**config.mk**
```make
export PLATFORM = sky130hd
export DESIGN_NAME = alu_hs
export DESIGN_NICKNAME = d
export VERILOG_FILES = /design/src/rtl/alu_hs_pkg.sv /design/src/rtl/alu_hs_iter.sv /design/src/rtl/alu_hs.sv
export SDC_FILE = /design/constraint.sdc
export NUM_CORES = 1
export LEC_CHECK = 0
export ABC_AREA = 1
export ABC_CLOCK_PERIOD_IN_PS = 2750
export CORE_MARGIN = 2
export CORE_UTILIZATION = 45
export CTS_CLUSTER_DIAMETER = 120
export DETAILED_ROUTE_END_ITERATION = 6
export GPL_TIMING_DRIVEN = 0
export HOLD_SLACK_MARGIN = 0.05
export SETUP_SLACK_MARGIN = 0.3
export SLEW_MARGIN = 20
export SYNTH_ARGS = -nofsm -noshare
export SYNTH_HDL_FRONTEND = slang
export SYNTH_SLANG_ARGS = --single-unit
```
**constraint.sdc**
```tcl
create_clock -name clk -period 2.75 [get_ports clk]
set_clock_uncertainty 0.1 [all_clocks]
set_input_delay 0.55 -clock clk [delete_from_list [all_inputs] [get_ports clk]]
set_output_delay 0.55 -clock clk [all_outputs]
set_load 0.005 [all_outputs]
```
**src/rtl/alu_hs_pkg.sv**
```systemverilog
// Shared definitions for the alu_hs block: FSM state type, group encoding,
// per-group operation encodings and a helper that classifies multi-cycle ops.
package alu_hs_pkg;

  typedef enum logic [1:0] {
    ST_IDLE = 2'd0,
    ST_CALC = 2'd1,
    ST_DONE = 2'd2
  } state_t;

  // Group select carried on the mode input
  localparam logic MODE_LOGIC = 1'b0;
  localparam logic MODE_ARITH = 1'b1;

  // Arithmetic group (mode = 1)
  localparam logic [2:0] OP_ADD = 3'd0;
  localparam logic [2:0] OP_SUB = 3'd1;
  localparam logic [2:0] OP_MUL = 3'd2;
  localparam logic [2:0] OP_DIV = 3'd3;
  localparam logic [2:0] OP_CMP = 3'd4;

  // Logical group (mode = 0)
  localparam logic [2:0] OP_AND = 3'd0;
  localparam logic [2:0] OP_OR  = 3'd1;
  localparam logic [2:0] OP_XOR = 3'd2;
  localparam logic [2:0] OP_NOT = 3'd3;
  localparam logic [2:0] OP_SHL = 3'd4;
  localparam logic [2:0] OP_LSR = 3'd5;
  localparam logic [2:0] OP_ASR = 3'd6;

  // Operations that use the shared shift-add / restoring-divide engine
  function automatic logic is_iter_op(input logic mode, input logic [2:0] op);
    return (mode == MODE_ARITH) && ((op == OP_MUL) || (op == OP_DIV));
  endfunction

endpackage

```
**src/rtl/alu_hs_iter.sv**
```systemverilog
// Iterative multiply / divide engine shared by mul and div.
// Ports:
//   clk, rst    clock and synchronous active-high reset
//   start       load operands and begin DWIDTH iterations
//   is_div      1 = restoring divide, 0 = shift-add multiply (sampled on start)
//   a, b        multiplier/dividend and multiplicand/divisor (sampled on start)
//   last        high during the cycle whose rising edge performs the final step
//   result      {acc, shift register}: product, or {remainder, quotient}
module alu_hs_iter #(
  parameter int DWIDTH = 8
) (
  input  logic                  clk,
  input  logic                  rst,
  input  logic                  start,
  input  logic                  is_div,
  input  logic [DWIDTH-1:0]     a,
  input  logic [DWIDTH-1:0]     b,
  output logic                  last,
  output logic [2*DWIDTH-1:0]   result
);

  localparam int CW = $clog2(DWIDTH) + 1;

  logic [DWIDTH-1:0] acc_reg, sr_reg, b_reg;
  logic [DWIDTH-1:0] acc_next, sr_next;
  logic              div_reg, busy_reg;
  logic [CW-1:0]     cnt_reg;

  logic [DWIDTH:0]   sum;      // multiply: acc + (multiplicand if lsb set), with carry
  logic [DWIDTH:0]   shifted;  // divide: partial remainder shifted left by one
  logic [DWIDTH-1:0] diff;

  always_comb begin
    sum     = {1'b0, acc_reg} + (sr_reg[0] ? {1'b0, b_reg} : '0);
    shifted = {acc_reg, sr_reg[DWIDTH-1]};
    // Only used when shifted >= b, so the difference always fits in DWIDTH bits
    diff    = shifted[DWIDTH-1:0] - b_reg;
    acc_next = acc_reg;
    sr_next  = sr_reg;
    if (div_reg) begin
      if (shifted >= {1'b0, b_reg}) begin
        acc_next = diff;
        sr_next  = {sr_reg[DWIDTH-2:0], 1'b1};
      end else begin
        acc_next = shifted[DWIDTH-1:0];
        sr_next  = {sr_reg[DWIDTH-2:0], 1'b0};
      end
    end else begin
      // {carry, sum, multiplier} shifted right one place
      acc_next = sum[DWIDTH:1];
      sr_next  = {sum[0], sr_reg[DWIDTH-1:1]};
    end
  end

  assign last   = busy_reg && (cnt_reg == CW'(DWIDTH - 1));
  assign result = {acc_reg, sr_reg};

  always_ff @(posedge clk) begin
    if (rst) begin
      acc_reg  <= '0;
      sr_reg   <= '0;
      b_reg    <= '0;
      div_reg  <= 1'b0;
      busy_reg <= 1'b0;
      cnt_reg  <= '0;
    end else if (start) begin
      acc_reg  <= '0;
      sr_reg   <= a;
      b_reg    <= b;
      div_reg  <= is_div;
      busy_reg <= 1'b1;
      cnt_reg  <= '0;
    end else if (busy_reg) begin
      acc_reg <= acc_next;
      sr_reg  <= sr_next;
      cnt_reg <= cnt_reg + 1'b1;
      if (last) busy_reg <= 1'b0;
    end
  end

endmodule

```
**src/rtl/alu_hs.sv**
```systemverilog
// Handshaked ALU: one request at a time, arithmetic and logical groups.
// Single-cycle ops are evaluated from the request as it is accepted and
// registered into dout; mul/div (non-zero din2) run DWIDTH steps in alu_hs_iter.
// Ports:
//   clk, rst              clock and synchronous active-high reset
//   in_valid / in_ready   request handshake (ready only in IDLE)
//   mode, op, din1, din2  request: group, operation, unsigned operands
//   out_valid / out_ready result handshake (valid only in DONE)
//   dout, err             result and error flag, qualified by out_valid
module alu_hs
  import alu_hs_pkg::*;
#(
  parameter int DWIDTH = 8
) (
  input  logic                clk,
  input  logic                rst,
  input  logic                in_valid,
  output logic                in_ready,
  input  logic                mode,
  input  logic [2:0]          op,
  input  logic [DWIDTH-1:0]   din1,
  input  logic [DWIDTH-1:0]   din2,
  output logic                out_valid,
  input  logic                out_ready,
  output logic [2*DWIDTH-1:0] dout,
  output logic                err
);

  localparam int SW = $clog2(DWIDTH);

  state_t               state_reg;
  logic                 in_ready_reg, out_valid_reg, err_reg, iter_src_reg;
  logic [2*DWIDTH-1:0]  dout_reg;

  logic                 accept, start_iter;
  logic [2*DWIDTH-1:0]  comb_result;
  logic                 comb_err;
  logic [DWIDTH-1:0]    logic_res;
  logic [SW-1:0]        shamt;

  logic                 iter_last;
  logic [2*DWIDTH-1:0]  iter_result;

  assign accept     = in_valid && in_ready_reg;
  // Mul/div by zero never enters CALC: mul gives 0, div gives its fixed result
  assign start_iter = accept && is_iter_op(mode, op) && (din2 != '0);
  assign shamt      = din2[SW-1:0];

  always_comb begin
    comb_result = '0;
    comb_err    = 1'b0;
    logic_res   = '0;
    if (mode == MODE_ARITH) begin
      case (op)
        OP_ADD: comb_result = {{DWIDTH{1'b0}}, din1} + {{DWIDTH{1'b0}}, din2};
        // Subtracting at full width yields the sign-extended difference
        OP_SUB: comb_result = {{DWIDTH{1'b0}}, din1} - {{DWIDTH{1'b0}}, din2};
        OP_MUL: comb_result = '0;
        OP_DIV: begin
          comb_result = {din1, {DWIDTH{1'b1}}};
          comb_err    = 1'b1;
        end
        OP_CMP: comb_result = {{(2*DWIDTH-3){1'b0}}, (din1 > din2), (din1 == din2), (din1 < din2)};
        default: comb_err = 1'b1;
      endcase
    end else begin
      case (op)
        OP_AND: logic_res = din1 & din2;
        OP_OR:  logic_res = din1 | din2;
        OP_XOR: logic_res = din1 ^ din2;
        OP_NOT: logic_res = ~din1;
        OP_SHL: logic_res = din1 << shamt;
        OP_LSR: logic_res = din1 >> shamt;
        OP_ASR: logic_res = $unsigned($signed(din1) >>> shamt);
        default: comb_err = 1'b1;
      endcase
      comb_result = {{DWIDTH{1'b0}}, logic_res};
    end
  end

  alu_hs_iter #(.DWIDTH(DWIDTH)) u_iter (
    .clk    (clk),
    .rst    (rst),
    .start  (start_iter),
    .is_div (op == OP_DIV),
    .a      (din1),
    .b      (din2),
    .last   (iter_last),
    .result (iter_result)
  );

  always_ff @(posedge clk) begin
    if (rst) begin
      state_reg     <= ST_IDLE;
      in_ready_reg  <= 1'b1;
      out_valid_reg <= 1'b0;
      dout_reg      <= '0;
      err_reg       <= 1'b0;
      iter_src_reg  <= 1'b0;
    end else begin
      case (state_reg)
        ST_IDLE: begin
          if (accept) begin
            in_ready_reg <= 1'b0;
            if (start_iter) begin
              state_reg    <= ST_CALC;
              iter_src_reg <= 1'b1;
              err_reg      <= 1'b0;
            end else begin
              state_reg     <= ST_DONE;
              out_valid_reg <= 1'b1;
              iter_src_reg  <= 1'b0;
              dout_reg      <= comb_result;
              err_reg       <= comb_err;
            end
          end
        end
        ST_CALC: begin
          if (iter_last) begin
            state_reg     <= ST_DONE;
            out_valid_reg <= 1'b1;
          end
        end
        ST_DONE: begin
          // A request arriving now is seen only once ready returns in IDLE
          if (out_ready) begin
            state_reg     <= ST_IDLE;
            out_valid_reg <= 1'b0;
            in_ready_reg  <= 1'b1;
          end
        end
        default: begin
          state_reg     <= ST_IDLE;
          out_valid_reg <= 1'b0;
          in_ready_reg  <= 1'b1;
        end
      endcase
    end
  end

  assign in_ready  = in_ready_reg;
  assign out_valid = out_valid_reg;
  // The engine's registers hold the mul/div result untouched while in DONE
  assign dout      = iter_src_reg ? iter_result : dout_reg;
  assign err       = err_reg;

endmodule

```
Word level (Yosys, flattened, before mapping). Cells that the tools add are included.

Bits in registers: 52.

Add/subtract/negate cells: 5. Magnitude comparators: 3. Eq/ne operators: 14. Shift operators: 3. Multiplexer cells: 32. Bitwise logic cells: 6. Reduce and logical (&&, ||, !) cells: 18.

Operators by type and width (count): 16-bit one-hot mux with 4 select lines (1); 8-bit one-hot mux with 7 select lines (1); 8-bit 2-to-1 mux (6); 16-bit 2-to-1 mux (2); 1-bit 2-to-1 mux (15); 8-bit by 8-bit adder with 9-bit output (1); 8-bit by 9-bit adder with 9-bit output (1); 3-bit equality test, second input constant (3); 9-bit by 8-bit greater-or-equal comparator with 1-bit output (1); 3-bit AND reduction (3); 8-bit by 8-bit subtractor with 9-bit output (1); 8-bit bitwise AND (1); 8-bit equality test (1); 8-bit greater-than comparator (1); 8-bit less-than comparator (1); 2-bit 2-to-1 mux (4); 2-bit inequality test, second input constant (4); 8-bit inverter (1); 8-bit bitwise OR (1); 8-bit nonzero test (1); 8-bit by 3-bit << shifter with 8-bit output (1); 8-bit by 3-bit >> shifter with 8-bit output (1); 8-bit by 3-bit >>> shifter with 8-bit output (1); 8-bit subtractor (1); 20 further kinds (27).

Depth between registers and ports, before layout. Gate-level depths: netlist (run 1).

Depth in word-level cells: 8. Gate-level depth with buffers: 17. Depth with buffers taken out: 15.

Modules after synthesis. A second synthesis (run 1) with hierarchy kept.

Cells, all modules: 929. Area, all modules: 5625.4 sq um.

By module, submodules not included: alu_hs (instances 1, cells each 549, area an instance 3226.8 sq um); alu_hs_iter (instances 1, cells each 380, area an instance 2398.6 sq um).

Worst setup path before layout (run 1). No wires, ideal clock.

Kind: input to register. Start point: input din2[2]. End point: register dout_reg[8]. Data arrival time: 2.152 ns. Setup slack: 0.365 ns. Cell stages on the path: 12. Buffers on the path: 2. Cell sequence: inv_1 clkbuf_1 ha_1 buf_2 nor2_1 nand2_1 nand2_1 nand3_1 nand3_1 nand2_1 o21ai_1 a21oi_1.

Cells in the longest elaborated chain, start to end: 4. Elaborated cells on any way between the ends: 8.

Ends and longest elaborated chain: from (decl) (line alu_hs.sv:22) `input logic [DWIDTH-1:0] din2,`; branches (longest 4 deep; another with 8-bit by 8-bit subtractor with 9-bit output); to (signal assigned) (line alu_hs.sv:113) `dout_reg <= comb_result;`; to (decl) (line alu_hs.sv:33) `logic [2*DWIDTH-1:0] dout_reg;`.

Parallel ways; which one is timed is not known. A chain may end at the register's enable or synchronous reset.

Worst setup path in the final report (run 1).
Start point: input din2[5]. End point: register dout_reg[0].

Cells in the longest elaborated chain, start to end: 4. Elaborated cells on any way between the ends: 7.

Ends and longest elaborated chain: branches (longest 4 deep; another with 8-bit less-than comparator).

Parallel ways; which one is timed is not known.

==> impl_results.md, run 1 <==
- Syn avg cell area: 5.740 um2
- Setup_tns: 0 ps
- Ys Warns: 0
- Clk_lat worst skew: 300 ps
- Initial DRT Pass Iterations: 5
- Crit Path Category: input port to flop
- Starting Density: 46.35%
- Max Cap Viol: 0
- Mapped cell area: 5315 um2
- DR WL/cell: 16.76 um
- CTS root buf: clkbuf_16
- Sw Ratio: 37.56%
- Routed wire length: 18.77 mm
- Max-slew violations: 0
- Ant. Diodes: 0
- Seq/Total Area, Yosys: 19.59%
- Gr ovfl total: 0
- H-tree levels: 2
- Nets: 1,048
- Critical Path RT: 2830 ps
- Sequential Power Share: 35.6%
- CP peak stage delay: 280 ps
- Initial antenna violation count: 0
- P&R area growth vs syn: 17.96%
- Via count: 6,198
- Gate power share: 35.5%
- Clk sink count: 52
- Final setup violation count: 0
- # IOs: 43
- Status: finished, final reports clean
- Worst path cell trace: dlygate4sd2_1, inv_2, ha_1, buf_2, inv_2, nand2_2, nor2_4, nand4_1, buf_4, nand4_1, a21boi_0, nor2_1, nor2_1
- Hold Fails Final Rpt: 0
- Power per Cell Area: 360.0 nW/um2
- Yosys reg bits: 52
- TritonCTS Buffers: 5
- Layout cells sized above 1: 9.417%
- Period utilization: 87.05%
- Clk slew on worst S/H paths: 70 ps
- Row count: 39
- Slew margin rel.: 61.55%
- Ys flop type: dfxtp_1
- Full die area: 12,700 um2
- Pin slew with the least headroom to its limit: 576.8 ps
- CP max-delay cell: dlygate4sd2_1
- Syn_nets: 998
- Synth area leader: nand2_1
- # fillers: 1,224
- Cell variety after synth: 37
- DR iter-0 viols: 374
- Placement Setup Slack: -777.3 ps
- Synth top area share: 19.99%
- Clock Power Share: 28.9%
- CORE AREA: 11,470 um2
- Worst ir drop on vdd: 0.3979 mV
- Final worst slack: 356.1 ps
- Peak Freq: 0.4177 GHz
- DRC Markers: 0
- CP bufs+invs: 5
- Cts hold-fix bufs: 0
- Synth async-reset ratio: 0%
- Cell-internal power: 1.409 mW
- Cell family with most CP delay: buffers and inverters
- Vias per cell: 5.534
- Ranking of synthesized cells by area: nand2_1 20%, dfxtp_1 20%, ha_1 10%, inv_1 9.7%, nand3_1 9.0%
- Top post-synthesis cells by count: 283 x nand2_1, 137 x inv_1, 96 x nand3_1
- Final core occ: 54.68%
- Hold_ws: 367.8 ps
- Most common cell in the netlist: nand2_1
- WP data arrival: 2470 ps
- Die Span Y: 112.7 um
- Worst Setup End Kind: flop
- DP HPWL: 14.79 mm
- RSZ-0062 raised after global routing: yes
- Largest net degree at the start of global routing: 19
- Final ANT Viol Nets: 0
- Die W: 112.7 um
- PortBufs: 41
- Gpl congestion: 0.9649
- Hold Crit Class: flop to flop
- Leak pwr: 3.102 nW
- Psw: 0.8479 mW
- Cells after Synth: 926
- CTS tree: yes
- First-pass GRT wire length: 30.19 mm
- Gr usage total: 29.75%
- Max Root-Sink Buffers: 2
- Startpoint types: input port
- EDFF count, synth: 0
- Min Tclk post-route: 2394 ps
- Vias in the first global route: 5,914
- Max FO, Critical Path: 8
- Largest register FFs: 16
## cells in the final DEF (no fill, tap or decap), types with 4 or more instances in the layout
| master | netlist | layout |
|---|---|---|
| nand2_1 | 283 | 277 |
| nand4_1 | 15 | 15 |
| dfxtp_1 | 52 | 52 |
| clkbuf_16 | 0 | 5 |
| nand2_2 | 1 | 6 |
| clkdlybuf4s15_2 | 0 | 4 |
| nor2_4 | 2 | 6 |
| nand3b_1 | 6 | 6 |
| nor3_1 | 5 | 5 |
| buf_2 | 7 | 6 |
| clkbuf_1 | 20 | 11 |
| a21oi_1 | 72 | 67 |
| clkbuf_2 | 0 | 7 |
| clkdlybuf4s50_1 | 0 | 24 |
| inv_1 | 137 | 122 |
| nor2_1 | 87 | 80 |
| ha_1 | 44 | 39 |
| o211ai_1 | 4 | 4 |
| inv_2 | 1 | 15 |
| dlymetal6s2s_1 | 0 | 4 |
| buf_4 | 0 | 4 |
| nand3_1 | 96 | 93 |
| o22ai_1 | 17 | 17 |
| o21ai_0 | 44 | 44 |
| a21oi_2 | 0 | 4 |
| nor2_2 | 1 | 4 |
## power groups by stage
stage	clock (mW)	sequential, mW	combinational (mW)
3_5_place_dp	0	0.820	0.732
3_3_place_gp	0	0.819	0.726
4_1_cts	0.671	0.803	0.754
5_1_grt	0.692	0.807	0.892
6_report	0.653	0.803	0.801
2_1_floorplan	0	0.814	0.479
## worst min-delay path: stages, from the launching register on
cell     delay [ps]
dfxtp_1         310
nand2_1          60
a21oi_1          50
## final timing paths
check / start / end / slack, ps / cells after the start
max: din2[5] / dout_reg[0]$_SDFFE_PP0P_ / 360 / 13
min: dout_reg[15]$_SDFFE_PP0P_ / dout_reg[15]$_SDFFE_PP0P_ / 370 / 2
max reg2reg: u_iter.sr_reg[0]$_SDFFE_PP0P_ / u_iter.acc_reg[5]$_SDFFE_PP0P_ / 540 / 16
min reg2reg: dout_reg[15]$_SDFFE_PP0P_ / dout_reg[15]$_SDFFE_PP0P_ / 370 / 2
## timing repair
item                                   4_1_cts  5_1_grt
gates resized for setup                     67       50
gates cloned                                 0        1
pin swaps                                    4        3
setup endpoints to repair                   38       43
endpoints found under the hold margin        0        0
buffers inserted                             0        1
## cells by family after synthesis
group,share of synthesized area (%)
and+or+nand+nor,39.55
buffers and inverters,12.45
AOI/OAI and AO/OA,15.30
DFF,19.59
adders and majority gates,11.86
xor gates and xnor gates,0.8241
muxes,0.4237
## cell type report
cell class / instances / area (um2) / share of cell area (%)
multi-input cells: 704 / 3764 / 60.03
flip-flops and latches: 52 / 1041 / 16.60
inverters: 140 / 528.0 / 8.421
repair buffers: 43 / 414.1 / 6.605
plain buffers: 30 / 193.9 / 3.093
well taps: 143 / 178.9 / 2.854
clock buffers: 5 / 125.1 / 1.996
clock inverters: 3 / 25.02 / 0.3991
## stage by stage
stage	cells	instance area [um2]	power, mW
after floorplan	926	5315	1.293
after global placement	1110	5904	1.545
after detailed placement	1110	5904	1.553
after CTS	1118	6147	2.228
after global routing	1120	6270	2.391
final	1120	6270	2.257
## per-layer routing
layer	wire, um	share of wire (%)	up-vias	GRT usage, %
met5	0	0	-	0
met1	7978	43	2844	37.21
met3	1072	5.7	39	3.510
met2	9111	49	242	52.30
met4	606	3.2	0	11.22
li1	-	-	3073	-
Power figures use the tool's default switching activity.
==> run 2: changes to the inputs <==
Settings changed: CTS_BUF_LIST from default to sky130_fd_sc_hd__clkbuf_8.
==> run 2 against run 1 <==
Count of clock-buffer cells in the layout is the same. Maximum frequency shrank 1.4%. Utilization shrank 0.91 points. Critical path depth is the same. Combinational power shrank 2%. Routed wire length shrank 0.99%. Register-to-register slack lost 40 ps. First-iteration DRC count is the same. Sequential cell count is the same. Non-clock buffer count shrank 1. Sequential share of layout area grew 0.30 points. Cell count is essentially flat. Critical endpoint unchanged. Largest cell class unchanged. Largest power group unchanged.
==> impl_results.md, run 2 (synthesized netlist as in run 1, its figures left out) <==
- Initial antenna violation count: 0
- CP peak stage delay: 290 ps
- DR iter-0 viols: 374
- Gr ovfl total: 0
- Pin slew with the least headroom to its limit: 567.7 ps
- Clk sink count: 52
- Crit Path Category: input port to flop
- RR Startpoint: u_iter.acc_reg[3]$_SDFFE_PP0P_
- Min Tclk post-route: 2427 ps
- Final ANT Viol Nets: 0
- CORE AREA: 11,470 um2
- Layout cells sized above 1: 9.016%
- Status: finished, final reports clean
- Worst path cell trace: clkdlybuf4s15_2, inv_2, ha_1, buf_2, inv_2, nand2_2, nor2_4, nand4_1, buf_4, nand4_1, a21boi_0, nor2_1, nor2_1
- CP bufs+invs: 5
- Post-Place Cells: 1,110
- DR top layer: met4
- Non-filler cells, final: 1,119
- Worst Setup End Kind: flop
- Met1 wire length: 8.097 mm
- Met2 WL: 8.866 mm
- Cells on Worst Hold Path: 2
- WP data arrival: 2530 ps
- PortBufs: 41
- First-pass GRT wire length: 30.20 mm
- DR WL/cell: 16.61 um
- Max Root-Sink Buffers: 2
- Setup_tns: 0 ps
- P&R area growth vs syn: 16.01%
- Largest net degree at the start of global routing: 19
- CTS tree: yes
- Reg2reg end: u_iter.acc_reg[4]$_SDFFE_PP0P_
- Power per Cell Area: 335.2 nW/um2
- Hold Crit Class: flop to flop
- Full die area: 12,700 um2
- H-tree levels: 2
- Commonest non-fill, non-tap cell in the layout: nand2_1
- TritonCTS Buffers: 5
- Vias per cell: 5.509
- Clk slew on worst S/H paths: 110 ps
- Leak pwr: 3.051 nW
- Metal3 WL: 919 um
- Max Cap Viol: 0
- CP max-delay cell: clkdlybuf4s15_2
- CTS root buf: clkbuf_8
- RSZ-0062 raised after global routing: yes
- WHS Endpoint: dout_reg[15]$_SDFFE_PP0P_
- Initial DRT Pass Iterations: 6
- Period utilization: 88.24%
- DRC Markers: 0
- Ant. Diodes: 0
- Max-slew violations: 0
- Final setup violation count: 0
- Die W: 112.7 um
- Most frequent cells in the layout: 280 x nand2_1, 123 x inv_1, 93 x nand3_1
- Startpoint types: input port
- # IOs: 43
- Max FO, Critical Path: 8
- Starting Density: 46.35%
- Vias in the first global route: 5,930
- Slew margin rel.: 62.16%
- Nets: 1,047
- Gr usage total: 29.58%
- Critical Path RT: 2850 ps
- Worst ir drop on vdd: 0.3287 mV
- Hold path startpoint: dout_reg[15]$_SDFFE_PP0P_
- Placement Setup Slack: -777.3 ps
- Die Span Y: 112.7 um
- Final worst slack: 323.3 ps
- Cell family with most CP delay: buffers and inverters
- DP HPWL: 14.79 mm
- Peak Freq: 0.4121 GHz
- Largest register FFs: 16
- Reg2reg setup slack: 500 ps
- Routed wire length: 18.58 mm
- Clk_lat worst skew: 320 ps
- R2r worst-path depth: 12
- Gpl congestion: 0.9649
- Hold Fails Final Rpt: 0
- Via count: 6,165
- Row count: 39
==> run 2: cell types whose count changed in the layout (fill, tap and decap cells not counted), moves of 2 or more <==
cell,delta
nand2_2,-2
nor2_4,-2
clkbuf_2,+3
nand2_1,+3
clkbuf_16,-5
clkbuf_8,+6
==> run 2: metrics by stage <==
step	utilization (%)	power (mW)	area, um2	hold WS [ps]
final	53.77	2.067	6166	372.0
after floorplan	-	1.293	5315	338.8
after global routing	53.77	2.193	6166	399.0
after detailed placement	51.49	1.553	5904	356.2
after CTS	53.19	2.050	6100	373.2
after global placement	51.49	1.545	5904	353.9
==> run 2: worst max-delay path by stage <==
stage / cells past startpoint / from / end
2_1_floorplan: 12 / din2[2] / dout_reg[8]$_SDFFE_PP0P_
3_3_place_gp: 13 / din2[2] / dout_reg[11]$_SDFFE_PP0P_
3_5_place_dp: 13 / din2[2] / dout_reg[11]$_SDFFE_PP0P_
4_1_cts: 17 / din2[2] / dout_reg[3]$_SDFFE_PP0P_
5_1_grt: 18 / din2[2] / dout_reg[2]$_SDFFE_PP0P_
6_report: 13 / din1[5] / dout_reg[0]$_SDFFE_PP0P_
==> run 2: area by class of cell <==
class,count,area (um2)
Sequential cell,52,1042
Buffer,30,196.4
Clock buffer,5,68.82
Inverter,140,525.5
Timing Repair Buffer,42,391.6
Clock inverter,3,25.02
Tap cell,143,178.9
Fill cell,1242,5301
Multi-Input combinational cell,704,3737
==> run 2: worst register-to-register path, cell delays in order (launching register included) <==
cell and delay (ps):
dfxtp_1 510, ha_1 340, nand2_1 130, inv_1 50, nand2_1 60, nand3_1 110
nand3_1 210, nand2_2 170, nor2_1 240, nand2_1 90, nand3_1 100, nand2_1 50
inv_1 40
==> run 2: timing repair <==
item	4_1_cts	5_1_grt
hold buffers	0	0
gates resized for setup	62	48
buffers inserted	0	1
pin swaps	4	2
setup endpoints to repair	36	44
==> run 2: per-layer routing <==
| metal | up-vias | GRT usage (%) |
|---|---|---|
| met5 | - | 0 |
| met3 | 45 | 2.970 |
| li1 | 3066 | - |
| met1 | 2853 | 37.34 |
| met2 | 201 | 51.70 |
| met4 | 0 | 11.71 |
==> run 2: power by group <==
part / switching [mW] / internal [mW]
registers: 0.0213 / 0.782
logic: 0.508 / 0.275
clock network: 0.295 / 0.186
